File: config.mk
export PLATFORM = sky130hd
export DESIGN_NAME = mem_bus_arbiter
export DESIGN_NICKNAME = d
export VERILOG_FILES = /design/src/rtl/mem_bus_pkg.sv /design/src/rtl/rr_pick2.sv /design/src/rtl/mem_bus_arbiter.sv
export SDC_FILE = /design/constraint.sdc
export NUM_CORES = 1
export LEC_CHECK = 0
export BUFFER_PORTS_ARGS = -buffer_cell sky130_fd_sc_hd__buf_2
export CORE_AREA = 5 5 184 186
export CTS_CLUSTER_DIAMETER = 80
export DETAILED_ROUTE_END_ITERATION = 6
export DIE_AREA = 0 0 189 191
export REMOVE_ABC_BUFFERS = 1
export SETUP_SLACK_MARGIN = 0.15
export SLEW_MARGIN = 40
export SYNTH_ARGS = -nofsm -noshare
export SYNTH_HDL_FRONTEND = slang
export SYNTH_SLANG_ARGS = --single-unit
File: constraint.sdc
create_clock -name clk -period 3.8 [get_ports clk]
set_input_delay 0.19 -clock clk [delete_from_list [all_inputs] [get_ports clk]]
set_output_delay 0.19 -clock clk [all_outputs]
set_load 0.02 [all_outputs]
File: src/rtl/mem_bus_pkg.sv
// Shared types and constants for the two-client memory bus arbiter.
package mem_bus_pkg;

  localparam int unsigned BUS_DATA_WIDTH = 64;
  localparam int unsigned BUS_TAG_WIDTH  = 13;
  localparam int unsigned BEATS          = 8;
  localparam int unsigned WRITE_BIT      = 12;
  localparam int unsigned BEAT_W         = $clog2(BEATS);

  typedef enum logic [1:0] {
    IDLE  = 2'd0,
    ADDR  = 2'd1,
    RDATA = 2'd2,
    WDATA = 2'd3
  } arb_state_t;

  typedef struct packed {
    logic                      reqcyc;
    logic [BUS_DATA_WIDTH-1:0] req;
    logic [BUS_TAG_WIDTH-1:0]  reqtag;
  } bus_req_t;

endpackage

File: src/rtl/rr_pick2.sv
// Two-input round-robin chooser: a tie goes to the client that did not win last.
module rr_pick2 (
  input  logic req0_i,
  input  logic req1_i,
  input  logic last_i,
  output logic gnt_valid_o,
  output logic gnt_idx_o
);

  // Pick the lone requester, or alternate on a tie.
  always_comb begin
    gnt_valid_o = req0_i | req1_i;
    gnt_idx_o   = 1'b0;
    if (req0_i && req1_i) begin
      gnt_idx_o = ~last_i;
    end else if (req1_i) begin
      gnt_idx_o = 1'b1;
    end
  end

endmodule

File: src/rtl/mem_bus_arbiter.sv
// Shares the DRAM-side bus between the I-cache (client 0) and D-cache (client 1),
// holding the grant for a whole address + data transaction.
module mem_bus_arbiter
  import mem_bus_pkg::*;
(
  input  logic                      clk,
  input  logic                      reset,

  input  logic                      c0_bus_reqcyc,
  output logic                      c0_bus_reqack,
  input  logic [BUS_DATA_WIDTH-1:0] c0_bus_req,
  input  logic [BUS_TAG_WIDTH-1:0]  c0_bus_reqtag,
  output logic                      c0_bus_respcyc,
  input  logic                      c0_bus_respack,
  output logic [BUS_DATA_WIDTH-1:0] c0_bus_resp,
  output logic [BUS_TAG_WIDTH-1:0]  c0_bus_resptag,

  input  logic                      c1_bus_reqcyc,
  output logic                      c1_bus_reqack,
  input  logic [BUS_DATA_WIDTH-1:0] c1_bus_req,
  input  logic [BUS_TAG_WIDTH-1:0]  c1_bus_reqtag,
  output logic                      c1_bus_respcyc,
  input  logic                      c1_bus_respack,
  output logic [BUS_DATA_WIDTH-1:0] c1_bus_resp,
  output logic [BUS_TAG_WIDTH-1:0]  c1_bus_resptag,

  output logic                      m_bus_reqcyc,
  input  logic                      m_bus_reqack,
  output logic [BUS_DATA_WIDTH-1:0] m_bus_req,
  output logic [BUS_TAG_WIDTH-1:0]  m_bus_reqtag,
  input  logic                      m_bus_respcyc,
  output logic                      m_bus_respack,
  input  logic [BUS_DATA_WIDTH-1:0] m_bus_resp,
  input  logic [BUS_TAG_WIDTH-1:0]  m_bus_resptag,

  output logic                      proto_err
);

  arb_state_t        state_q;
  logic              grant_q;
  logic              last_q;
  logic [BEAT_W-1:0] beat_q;
  logic              is_rd_q;
  logic              proto_err_q;

  bus_req_t c0_r;
  bus_req_t c1_r;
  bus_req_t sel_r;
  logic     sel_respack;
  logic     pick_valid;
  logic     pick_idx;
  logic     last_beat;

  // Bundle each client's request path and select the granted one.
  always_comb begin
    c0_r        = '{reqcyc: c0_bus_reqcyc, req: c0_bus_req, reqtag: c0_bus_reqtag};
    c1_r        = '{reqcyc: c1_bus_reqcyc, req: c1_bus_req, reqtag: c1_bus_reqtag};
    sel_r       = grant_q ? c1_r : c0_r;
    sel_respack = grant_q ? c1_bus_respack : c0_bus_respack;
    last_beat   = (beat_q == BEAT_W'(BEATS - 1));
  end

  rr_pick2 u_pick (
    .req0_i      (c0_bus_reqcyc),
    .req1_i      (c1_bus_reqcyc),
    .last_i      (last_q),
    .gnt_valid_o (pick_valid),
    .gnt_idx_o   (pick_idx)
  );

  // Transaction FSM: arbitrate in IDLE, then track the address and data beats.
  always_ff @(posedge clk or negedge reset) begin
    if (!reset) begin
      state_q     <= IDLE;
      grant_q     <= 1'b0;
      last_q      <= 1'b1;
      beat_q      <= '0;
      is_rd_q     <= 1'b0;
      proto_err_q <= 1'b0;
    end else begin
      if (m_bus_respcyc && (state_q != RDATA)) begin
        proto_err_q <= 1'b1;
      end
      case (state_q)
        IDLE: begin
          if (pick_valid) begin
            grant_q <= pick_idx;
            last_q  <= pick_idx;
            is_rd_q <= pick_idx ? c1_bus_reqtag[WRITE_BIT] : c0_bus_reqtag[WRITE_BIT];
            beat_q  <= '0;
            state_q <= ADDR;
          end
        end
        ADDR: begin
          if (sel_r.reqcyc && m_bus_reqack) begin
            state_q <= is_rd_q ? RDATA : WDATA;
          end
        end
        RDATA: begin
          if (m_bus_respcyc && sel_respack) begin
            if (last_beat) begin
              beat_q  <= '0;
              state_q <= IDLE;
            end else begin
              beat_q <= beat_q + BEAT_W'(1);
            end
          end
        end
        WDATA: begin
          if (sel_r.reqcyc && m_bus_reqack) begin
            if (last_beat) begin
              beat_q  <= '0;
              state_q <= IDLE;
            end else begin
              beat_q <= beat_q + BEAT_W'(1);
            end
          end
        end
        default: state_q <= IDLE;
      endcase
    end
  end

  // Forward only the granted client; everything is quiet in IDLE.
  always_comb begin
    c0_bus_reqack  = 1'b0;
    c0_bus_respcyc = 1'b0;
    c0_bus_resp    = '0;
    c0_bus_resptag = '0;
    c1_bus_reqack  = 1'b0;
    c1_bus_respcyc = 1'b0;
    c1_bus_resp    = '0;
    c1_bus_resptag = '0;
    m_bus_reqcyc   = 1'b0;
    m_bus_req      = '0;
    m_bus_reqtag   = '0;
    m_bus_respack  = 1'b0;
    case (state_q)
      ADDR, WDATA: begin
        m_bus_reqcyc = sel_r.reqcyc;
        m_bus_req    = sel_r.req;
        m_bus_reqtag = sel_r.reqtag;
        if (grant_q) begin
          c1_bus_reqack = m_bus_reqack;
        end else begin
          c0_bus_reqack = m_bus_reqack;
        end
      end
      RDATA: begin
        m_bus_respack = sel_respack;
        if (grant_q) begin
          c1_bus_respcyc = m_bus_respcyc;
          c1_bus_resp    = m_bus_resp;
          c1_bus_resptag = m_bus_resptag;
        end else begin
          c0_bus_respcyc = m_bus_respcyc;
          c0_bus_resp    = m_bus_resp;
          c0_bus_resptag = m_bus_resptag;
        end
      end
      default: ;
    endcase
  end

  assign proto_err = proto_err_q;

endmodule
# Word level (Yosys, flattened, before mapping)
# Cells that the tools add are included.
[totals] input_bits=239 regBits=9 out_inout_bits=238 elab_cells=65
[classes] muxes=37 reduce_logical=10 bitwise=2 add_sub_neg=1 eq_ne=9
[ops] op="$mux W64" n=5
[ops] op="$mux W78" n=1
[ops] op="$mux W13" n=5
[ops] op="$mux W1" n=15
[ops] op="$mux W3" n=4
[ops] op="$mux W2" n=5
[ops] op="$ne A2 B2 Y1 const B" n=5
[ops] op="$pmux W3 S3" n=1
[ops] op="$pmux W2 S4" n=1
[ops] op="$reduce_and A4 Y1" n=2
[ops] op="$eq A2 B2 Y1 const B" n=2
[ops] op="$logic_and A1 B1 Y1" n=4
[ops] op="$add A3 B1 Y3 const B" n=1
[ops] op="$eq A3 B3 Y1 const B" n=1
[ops] op="$reduce_bool A3 Y1" n=1
[ops] op="$eq A2 B1 Y1 const B" n=1
[ops] op="$logic_not A2 Y1" n=1
[ops] op="$reduce_and A2 Y1" n=1
[ops] op="$reduce_or A2 Y1" n=1
[ops] op="$not A1 Y1" n=1
[ops] op="$or A1 B1 Y1" n=1

# Longest topological paths before layout
# Gate-level depths: netlist of the first run.
[logic_depth] depth_word=4 mapped_depth=7 ltp_nobuf=5

# Hierarchy
# Synthesis of the first run repeated with hierarchy kept, for this count alone.
[hier_totals] hier_cells=404 hier_area_um2=2979.1
[modules_own_cells] mod="mem_bus_arbiter" area_per_inst_um2=2965.3 seq_area_each_um2=226.5 n_inst=1 cells_per_inst=402
[modules_own_cells] mod="rr_pick2" area_per_inst_um2=13.8 seq_area_each_um2=0.0 n_inst=1 cells_per_inst=2

# Worst setup path after synthesis of the first run
# Ideal clock, no wire load.
[synth_timing] path_kind="flip-flop to output port" from="register state_q[0]" to="output port c0_bus_resp[28]" path_buffers=3 t_required_ps=3610 path_stages_with_launch=8 slack_ps=2165 t_arrival_ps=1445 path_cell_list="dfrtp_1 buf_2 inv_2 nand2_1 nor2_2 buf_2 clkbuf_2 and2_1"
[synth_between] elab_chain_len=2
[synth_rtl] element="start: declaration" line="mem_bus_arbiter.sv:39" source="arb_state_t state_q;"
[synth_rtl] element="start signal: assignment" line="mem_bus_arbiter.sv:96" source="state_q <= is_rd_q ? RDATA : WDATA;"
[synth_rtl] element="$eq A2 B2 Y1" line="mem_bus_arbiter.sv:138" source="case (state_q)"
[synth_rtl] element="$mux W64" line="mem_bus_arbiter.sv:138"
[synth_rtl] element="end: declaration" line="mem_bus_arbiter.sv:15" source="output logic [BUS_DATA_WIDTH-1:0] c0_bus_resp,"
# Every way passes these cells.

# Final worst setup path of the first run
[layout_timing] from="register grant_q" to="output port c1_bus_resp[17]"
[layout_between] elab_chain_len=2
[layout_rtl] element="start: declaration" line="mem_bus_arbiter.sv:40" source="logic grant_q;"
[layout_rtl] element="start signal: assignment" line="mem_bus_arbiter.sv:87" source="grant_q <= pick_idx;"
[layout_rtl] element="$mux W64" line="mem_bus_arbiter.sv:151" source="if (grant_q) begin"
[layout_rtl] element="$mux W64" line="mem_bus_arbiter.sv:138"
[layout_rtl] element="end: declaration" line="mem_bus_arbiter.sv:24" source="output logic [BUS_DATA_WIDTH-1:0] c1_bus_resp,"
# Every way passes these cells.

==> flow_summary.yaml, run 1 <==
outcome:
  status: "finished, final reports clean"
grt:
  first_global_vias: 4237
  grt_util_all_layers: 0.105
  antenna_found_initial: 10
  grt_overflow: 0
  grt_pass1_wl_um: 28400
  grt_max_degree: 82
die:
  floorplan.initialDensity: 0.0846
  die_w_um: 189
  core_mm2: 0.0321
  rows: 66
  die_h_um: 191
  io-pin-count: 477
  die_area_mm2: 0.0361
power_and_ir_drop:
  p_leak_nw: 3.47
  powerDensity_mw_per_mm2: 651
  peakVddDrop_v: 0.000280
  total_power_mw: 3.67
clocking:
  cts_max_path_buffers: 2
  cts.clk_slew.worst_paths_ns: 0.04
  cts_setup_buffers: 0
  cts_tree: "built"
  cts_resized: 0
  htreeDepth: 1
  cts_sinks: 9
  clock-root-buffer: "clkbuf_16"
  worstSkewPairLatency_ns: 0.23
  cts_made_buffers: 3
synthesis:
  synth_area_mm2: 0.00272
  yosys_warnings: 0
  synth_area_per_cell_um2: 6.81
  syn_inst: 399
  synth_edf_count: 0
  synthArstFlopShare: 1.00
  synth_area_leaders: "and2_1 (36%), mux2i_1 (29%), nor2_1 (11%)"
  seq_area_frac_synth: 0.0833
  synth_top_area_frac: 0.364
  synth-main-ff-cell: "dfrtp_1"
  synth_top_cell_by_area: "and2_1"
  synth_most_common_cell: "and2_1"
  synth.distinct_cells: 31
  synth_seq_cells: 9
  synth_common_cells: "and2_1 (158), nor2_1 (81), mux2i_1 (79), clkbuf_1 (18), buf_2 (11)"
sta:
  finClkSkew_ns: 0.00153
  layout_setup_ws_ns: 1.22
  hold_violations: 0
  maxSlewHeadroom: 0.551
  rsz0062_at_grt: "false"
  tns_ns: 0
  fin_crit_sh: 0.678
  worst_slew_pin_slew_ns: 0.673
  max_freq_ghz: 0.388
  finalSetupViolations: 0
  post-route-min-period_ns: 2.58
  slew_viol_final: 0
drt:
  drtPass1Iterations: 4
  wl_per_cell_um: 16.8
  drtIter0Drc: 119
  drc: 0
  ant_nets: 0
  wl_um: 21200
  vias_per_cell: 3.54
  vias: 4471
layout:
  final_net_count: 1093
  fin_cells: 1263
  area_growth_pct: 107
  drive_gt1_frac: 0.579
  final_util: 0.176
hold_path:
  hold_class: "input pin to flip-flop"
  min_from: "c0_bus_reqcyc"
  holdPathStages: 2
placement:
  gp_congestion: 0.836
  post-dp-hpwl_um: 19800
  pre_cts_slack_ns: 1.46
  dpl.cell_count: 1254
  io_buffers: 476
worst_setup_path:
  rr_worst_depth: 4
  startpoint: "grant_q$_DFFE_PN0P_"
  start_kind: "flip-flop"
  crit_required_ns: 3.61
  worst-setup-path-type: "flip-flop to primary output"
  r2r-start: "grant_q$_DFFE_PN0P_"
  crit_fanout: 44
  arrival_ns: 2.39
  end_kind: "primary output"
job:
  maxCapViolations: 0
-- power by group --
group | internal (mW) | switching (mW) | total [mW]
Sequential | 0.144 | 0.123 | 0.267
Clock | 0.140 | 0.0442 | 0.184
Combinational | 1.19 | 2.03 | 3.22
Total | 1.47 | 2.20 | 3.67
-- registers in the layout, indices dropped and copies added (netlist names) --
register	count
grant_q	1
proto_err	1
beat_q	3
state_q	2
is_rd_q	1
last_q	1
-- stage by stage --
step / hold slack, ns / area [um2]
after global placement: 0.0532 / 5490
after floorplan: -0.106 / 2560
final: 0.167 / 5640
after detailed placement: 0.0539 / 5540
after global routing: 0.197 / 5640
after CTS: 0.163 / 5620
-- layout by cell type (no fill, tap or decap), types with 3 or more instances in the layout --
master     count
a21oi_1        4
a22o_1         3
and2_1       158
buf_2        476
buf_8          3
clkbuf_16      3
dfrtp_1        7
diode_2        4
mux2i_1       79
nand2_1        4
nor2_1        81
nor2b_1        3
-- final cells by class --
cell class,instances,area [um2]
fill,3662,26500
timing repair buffer,483,2460
multi-input combinational,353,2340
tap,408,510
sequential,9,230
clock buffer,4,78.8
antenna,4,10.0
inverter,2,7.51
-- layer usage --
metal / vias up / GRT usage / share of wire
met1: 1925 / 0.135 / 0.42
li1: 2189 / - / -
met2: 323 / 0.179 / 0.46
met3: 26 / 0.0245 / 0.098
met5: - / 0 / 0.0032
met4: 8 / 0.0286 / 0.023
-- cell families (layout without fill, tap and decap cells) --
kind of cell / Yosys count / in the layout / synth area share
and+or+nand+nor: 253 / 253 / 0.503
muxes: 81 / 81 / 0.301
buffers and inverters: 37 / 489 / 0.0607
AOI/OAI and AO/OA: 17 / 17 / 0.0428
DFF: 9 / 9 / 0.0833
adders and majority gates: 2 / 2 / 0.00920
other: 0 / 4 / 0
-- path summary, 6_finish.rpt --
check / end / slack [ns]
hold reg to reg: proto_err$_DFFE_PN0P_ / 0.45
min in group asynchronous: grant_q$_DFFE_PN0P_ / 0.37
hold / removal: last_q$_DFFE_PN1P_ / 0.17
setup reg to reg: beat_q[1]$_DFFE_PN0P_ / 1.81
setup / recovery: c1_bus_resp[17] / 1.22
max in group asynchronous: last_q$_DFFE_PN1P_ / 3.19
-- worst max-delay path: stages, from the launching register on --
cell	delay [ns]
dfrtp_4	0.81
inv_1	0.18
nor2_4	0.52
buf_8	0.28
and2_1	0.16
buf_2	0.16
-- what timing repair did --
action | 4_1_cts | 5_1_grt
hold buffers | 1 | 0
endpoints found under the setup margin | 0 | 0
hold endpoints to repair | 8 | 0
No activity file was read; power rests on OpenSTA's default activity.
==> run 2, diff against run 1 <==
- ABC_AREA: default -> 1
- CORE_AREA: 5 5 184 186 -> 5 5 181 183
- DIE_AREA: 0 0 189 191 -> 0 0 186 188
- clock period: 3.8 -> 2.1 ns (I/O delays scaled with it)
==> flow_summary.yaml, run 2 <==
clocking:
  cts_made_buffers: 3
  cts_tree: "built"
  cts.clk_slew.worst_paths_ns: 0.04
  clock-root-buffer: "clkbuf_16"
  cts_max_path_buffers: 2
  worstSkewPairLatency_ns: 0.24
  htreeDepth: 1
  cts_sinks: 9
drt:
  drtPass1Iterations: 4
  drtIter0Drc: 149
  wl_per_cell_um: 12.6
  vias: 5168
  ant_nets: 0
  wl_um: 18000
  drc: 0
  vias_per_cell: 3.61
sta:
  fin_crit_sh: 0.897
  finClkSkew_ns: 0.000348
  finalSetupViolations: 0
  tns_ns: 0
  slew_viol_final: 0
  maxSlewHeadroom: 0.633
  max_freq_ghz: 0.531
  rsz0062_at_grt: "false"
  worst_slew_pin_slew_ns: 0.551
  hold_violations: 0
  post-route-min-period_ns: 1.88
synthesis:
  yosys_warnings: 0
  synth_top_cell_by_area: "nand2_1"
  syn_inst: 587
  synthArstFlopShare: 1.00
  seq_area_frac_synth: 0.0865
  synth_top_area_frac: 0.255
  synth_seq_cells: 9
  synth_most_common_cell: "nand2_1"
  synth_area_mm2: 0.00262
  synth.distinct_cells: 22
  synth_area_per_cell_um2: 4.46
  synth-main-ff-cell: "dfrtp_1"
  synth_common_cells: "nand2_1 (178), nor2_1 (163), inv_1 (89), a21oi_1 (80), clkbuf_1 (24)"
  synth_area_leaders: "nand2_1 (26%), nor2_1 (23%), a21oi_1 (15%)"
  synth_edf_count: 0
layout:
  max_flop_register: "beat_q"
  fin_cells: 1433
  mostFrequentLayoutCells: "buf_2 (476), nand2_1 (178), nor2_1 (163), inv_1 (89), a21oi_1 (80)"
  layout.cells.most_common: "buf_2"
  drive_gt1_frac: 0.478
  final_net_count: 1273
  antenna_cells: 0
  area_growth_pct: 109
  top_regs: "beat_q (3), state_q (2)"
  largest_register_ffs: 3
  final_area_mm2: 0.00547
worst_setup_path:
  end_kind: "primary output"
  r2r-end: "beat_q[0]$_DFFE_PN0P_"
  start_kind: "flip-flop"
  r2r-start: "grant_q$_DFFE_PN0P_"
  worst-setup-path-type: "flip-flop to primary output"
  crit_required_ns: 2.00
  rr_worst_depth: 7
  arrival_ns: 1.78
  r2r_slack_ns: 0.60
  startpoint: "grant_q$_DFFE_PN0P_"
  crit_fanout: 67
  cp-endpoint: "m_bus_req[58]"
die:
  core_mm2: 0.0311
  io-pin-count: 477
  die_area_mm2: 0.0350
  die_w_um: 186
  die_h_um: 188
  rows: 65
  floorplan.initialDensity: 0.0843
power_and_ir_drop:
  p_leak_nw: 3.82
  powerDensity_mw_per_mm2: 1010
  peakVddDrop_v: 0.000712
hold_path:
  hold_class: "input pin to flip-flop"
placement:
  dpl.cell_count: 1428
  gp_congestion: 0.846
  io_buffers: 476
  placedInstanceArea_mm2: 0.00538
  post-dp-hpwl_um: 16000
grt:
  antenna_found_initial: 5
  grt_pass1_wl_um: 25200
  grt_overflow: 0
  first_global_vias: 4832
  grt_max_degree: 81
  grt_util_all_layers: 0.0887
job:
  maxCapViolations: 0
outcome:
  status: "finished, final reports clean"
==> run 2: cell types whose count changed in the layout (fill, tap and decap cells not counted), moves of 3 or more <==
| cell | change |
|---|---|
| nand2_1 | +174 |
| and2_1 | -158 |
| inv_1 | +88 |
| nor2_1 | +82 |
| mux2i_1 | -79 |
| a21oi_1 | +76 |
| nand4_1 | +5 |
| buf_12 | +4 |
| diode_2 | -4 |
| a22o_1 | -3 |
| buf_8 | -3 |
| nand3_1 | +3 |
| nor2b_1 | -3 |
| nor3_1 | +3 |
==> run 2: cells by family (layout without fill, tap and decap cells) <==
| group | count (synthesis) | count (layout) | synth area share |
|---|---|---|---|
| adder cells (fa/ha/maj) | 2 | 2 | 0.00956 |
| AO/OA/AOI/OAI | 85 | 85 | 0.164 |
| flip-flops | 9 | 9 | 0.0865 |
| AND/OR/NAND/NOR | 357 | 357 | 0.526 |
| buffers and inverters | 134 | 578 | 0.214 |
==> run 2: metrics by stage <==
stage	util	hold slack, ns	worst slack, ns	power (mW)
finish	0.176	0.143	0.217	5.50
global route	0.176	0.190	0.172	5.97
CTS	0.176	0.136	0.186	5.54
detailed placement	0.173	-0.0290	0.396	5.17
global placement	0.173	-0.0296	0.439	5.13
floorplan	-	-0.191	-1.59	3.35
==> run 2: repair_timing <==
action / CTS / global route
setup endpoints to repair: 4 / 7
hold endpoints to repair: 9 / 0
pin swaps: 0 / 0
resized for setup: 1 / 2
setup buffers: 0 / 0
hold buffers: 1 / 0
cloned: 0 / 0
==> run 2: final cells by class <==
cell class | count | area [um2]
clock buffer | 4 | 78.8
fill | 3618 | 25600
inverter | 92 | 347
multi-input combinational | 444 | 1830
sequential | 9 | 229
tap | 402 | 503
timing repair buffer | 482 | 2480
==> run 2: how the worst min path moves through the flow <==
| stage | startpoint | endpoint | slack (ns) | depth (start not counted) |
|---|---|---|---|---|
| after floorplan | reset | beat_q[0]$_DFFE_PN0P_ | -0.19 | 0 |
| after global placement | reset | proto_err$_DFFE_PN0P_ | -0.03 | 1 |
| after detailed placement | reset | proto_err$_DFFE_PN0P_ | -0.03 | 1 |
| after CTS | c0_bus_reqtag[12] | is_rd_q$_DFFE_PN0P_ | 0.14 | 3 |
| after global routing | c1_bus_reqtag[12] | is_rd_q$_DFFE_PN0P_ | 0.19 | 3 |
| final | c0_bus_reqtag[12] | is_rd_q$_DFFE_PN0P_ | 0.14 | 3 |
==> run 2: per-layer routing <==
metal | GRT usage | vias to the layer above | part of all wire
met2 | 0.180 | 314 | 0.51
met5 | 0 | - | 0
met3 | 0.0124 | 21 | 0.098
li1 | - | 2623 | -
met1 | 0.0977 | 2210 | 0.38
met4 | 0.0121 | 0 | 0.012
==> run 2: worst max-delay path, cell delays in order, from the launching register on <==
cell and delay (ns):
dfrtp_2 0.43, clkinv_2 0.21, buf_12 0.28, nand2_1 0.08
a21oi_1 0.24, buf_2 0.22
==> run 2: report_power, final <==
group | switching (mW) | internal [mW] | leakage [nW]
Sequential | 0.0833 | 0.250 | 0.106
Combinational | 3.37 | 1.46 | 3.67
Clock | 0.0865 | 0.254 | 0.0382
Total | 3.54 | 1.97 | 3.82
==> run 3, diff against run 2 <==
- BUFFER_PORTS_ARGS: -buffer_cell sky130_fd_sc_hd__buf_2 -> -buffer_cell sky130_fd_sc_hd__buf_4
- SYNTH_HIERARCHICAL: default -> 1
==> flow_summary.yaml, run 3 <==
layout:
  layout.cells.most_common: "buf_4"
  fin_cells: 1442
  final_util: 0.217
  max_flop_register: "beat_q"
  final_net_count: 1281
  mostFrequentLayoutCells: "buf_4 (482), nand2_1 (176), nor2_1 (168), inv_1 (90), a21oi_1 (80)"
  area_growth_pct: 155
  drive_gt1_frac: 0.479
  largest_register_ffs: 3
  top_regs: "beat_q (3), state_q (2)"
synthesis:
  synth_area_per_cell_um2: 4.47
  synth_top_cell_by_area: "nand2_1"
  synth-main-ff-cell: "dfrtp_1"
  seq_area_frac_synth: 0.0859
  synth.distinct_cells: 22
  synth_most_common_cell: "nand2_1"
  synth_area_leaders: "nand2_1 (25%), nor2_1 (24%), a21oi_1 (15%)"
  synth_seq_cells: 9
  synth_common_cells: "nand2_1 (176), nor2_1 (168), inv_1 (90), a21oi_1 (80), clkbuf_1 (25)"
  synthArstFlopShare: 1.00
  syn_inst: 590
  synth_edf_count: 0
  synth_area_mm2: 0.00264
  synth_top_area_frac: 0.250
  yosys_warnings: 6
grt:
  grt_pass1_wl_um: 26600
  antenna_found_initial: 0
  grt_util_all_layers: 0.0965
  grt_max_degree: 79
  grt_overflow: 0
  first_global_vias: 5006
outcome:
  status: "finished, final reports clean"
sta:
  max_freq_ghz: 0.538
  fin_crit_sh: 0.886
  finClkSkew_ns: 0.00268
  holdWs_ns: 0.187
  worst_slew_pin_slew_ns: 0.401
  post-route-min-period_ns: 1.86
  rsz0062_at_grt: "false"
  tns_ns: 0
  slew_viol_final: 0
  hold_violations: 0
  finalSetupViolations: 0
  maxSlewHeadroom: 0.733
worst_setup_path:
  end_kind: "primary output"
  start_kind: "flip-flop"
  startpoint: "grant_q$_DFFE_PN0P_"
  rr_worst_depth: 7
  worst-setup-path-type: "flip-flop to primary output"
  crit_required_ns: 2.00
  r2r-start: "grant_q$_DFFE_PN0P_"
  r2r_slack_ns: 0.71
  crit_fanout: 39
  cp-endpoint: "m_bus_reqtag[12]"
  arrival_ns: 1.76
  r2r-end: "beat_q[0]$_DFFE_PN0P_"
die:
  floorplan.initialDensity: 0.0849
  io-pin-count: 477
  die_area_mm2: 0.0350
  die_h_um: 188
  core_mm2: 0.0311
  die_w_um: 186
  rows: 65
clocking:
  cts.clk_slew.worst_paths_ns: 0.04
  clock-root-buffer: "clkbuf_16"
  cts_tree: "built"
  cts_sinks: 9
  cts_setup_buffers: 0
  worstSkewPairLatency_ns: 0.24
  htreeDepth: 1
  cts_max_path_buffers: 2
  cts_made_buffers: 3
drt:
  ant_nets: 0
  drc: 0
  drtIter0Drc: 217
  vias: 5219
  wl_per_cell_um: 13.5
  vias_per_cell: 3.62
  wl_um: 19500
  drtPass1Iterations: 4
power_and_ir_drop:
  peakVddDrop_v: 0.000554
  p_leak_nw: 4.09
  powerDensity_mw_per_mm2: 940
hold_path:
  hold_class: "input pin to flip-flop"
  min_from: "c1_bus_reqtag[12]"
placement:
  dpl.cell_count: 1435
  io_buffers: 476
  gp_congestion: 0.874
  post-dp-hpwl_um: 16900
job:
  maxCapViolations: 0
## run 3: changes by cell type after synthesis, sizes merged, moves of 2 or more
cell,previous run,this run
nor2,164,169
nor3,3,1
nand2,180,178
nand3,4,6
## run 3: kinds of logic after synthesis
| family | synth area share |
|---|---|
| flip-flops | 0.0859 |
| adder cells (fa/ha/maj) | 0.00949 |
| buffers and inverters | 0.218 |
| AO/OA/AOI/OAI | 0.160 |
| AND/OR/NAND/NOR | 0.526 |
## run 3: worst min-delay path by stage
stage,endpoint,cells after the start,slack [ns]
2_1_floorplan,beat_q[0]$_DFFE_PN0P_,0,-0.19
3_3_place_gp,state_q[0]$_DFFE_PN0P_,1,-0.05
3_5_place_dp,state_q[0]$_DFFE_PN0P_,1,-0.04
4_1_cts,is_rd_q$_DFFE_PN0P_,3,0.20
5_1_grt,is_rd_q$_DFFE_PN0P_,3,0.20
6_report,is_rd_q$_DFFE_PN0P_,3,0.19
## run 3: area by class of cell
type / count / area (um2)
fillers: 3463 / 24300
diodes: 1 / 2.50
flip-flops and latches: 9 / 231
inverters: 93 / 352
repair buffers: 487 / 3730
clock buffers: 4 / 78.8
multi-input cells: 446 / 1840
well taps: 402 / 503
## run 3: per-layer routing
metal | up-vias | routed length (um) | global-route usage
li1 | 2639 | - | -
met1 | 2248 | 6680 | 0.0993
met2 | 312 | 10500 | 0.195
met3 | 20 | 2060 | 0.0186
met4 | 0 | 305 | 0.0221
met5 | - | 0 | 0
## run 3: critical path, cell delays in order, from the launching register on
cell and delay (ns):
dfrtp_4 0.58, inv_4 0.14, buf_16 0.21, nand2_1 0.09, o21ai_1 0.20, buf_4 0.14
buf_4 0.13
## run 3: power breakdown
part           leakage [nW]  internal, mW  switching, mW  total [mW]
clock                0.0382         0.254         0.0815       0.335
combinational          3.95          2.21           3.41        5.62
sequential            0.106         0.253          0.125       0.378
total                  4.09          2.71           3.62        6.33
## run 3: metrics by stage
step	worst slack (ns)	power (mW)	area, um2
2_1_floorplan	-1.29	3.31	2410
3_3_place_gp	0.244	5.89	6600
3_5_place_dp	0.252	5.90	6600
4_1_cts	0.192	6.39	6730
5_1_grt	0.155	6.77	6730
6_report	0.240	6.33	6730
## run 3: repair_timing
item	4_1_cts	5_1_grt
resized for setup	3	1
hold endpoints to repair	9	0
hold buffers	1	0
endpoints found under the setup margin	2	3
gates cloned	1	0
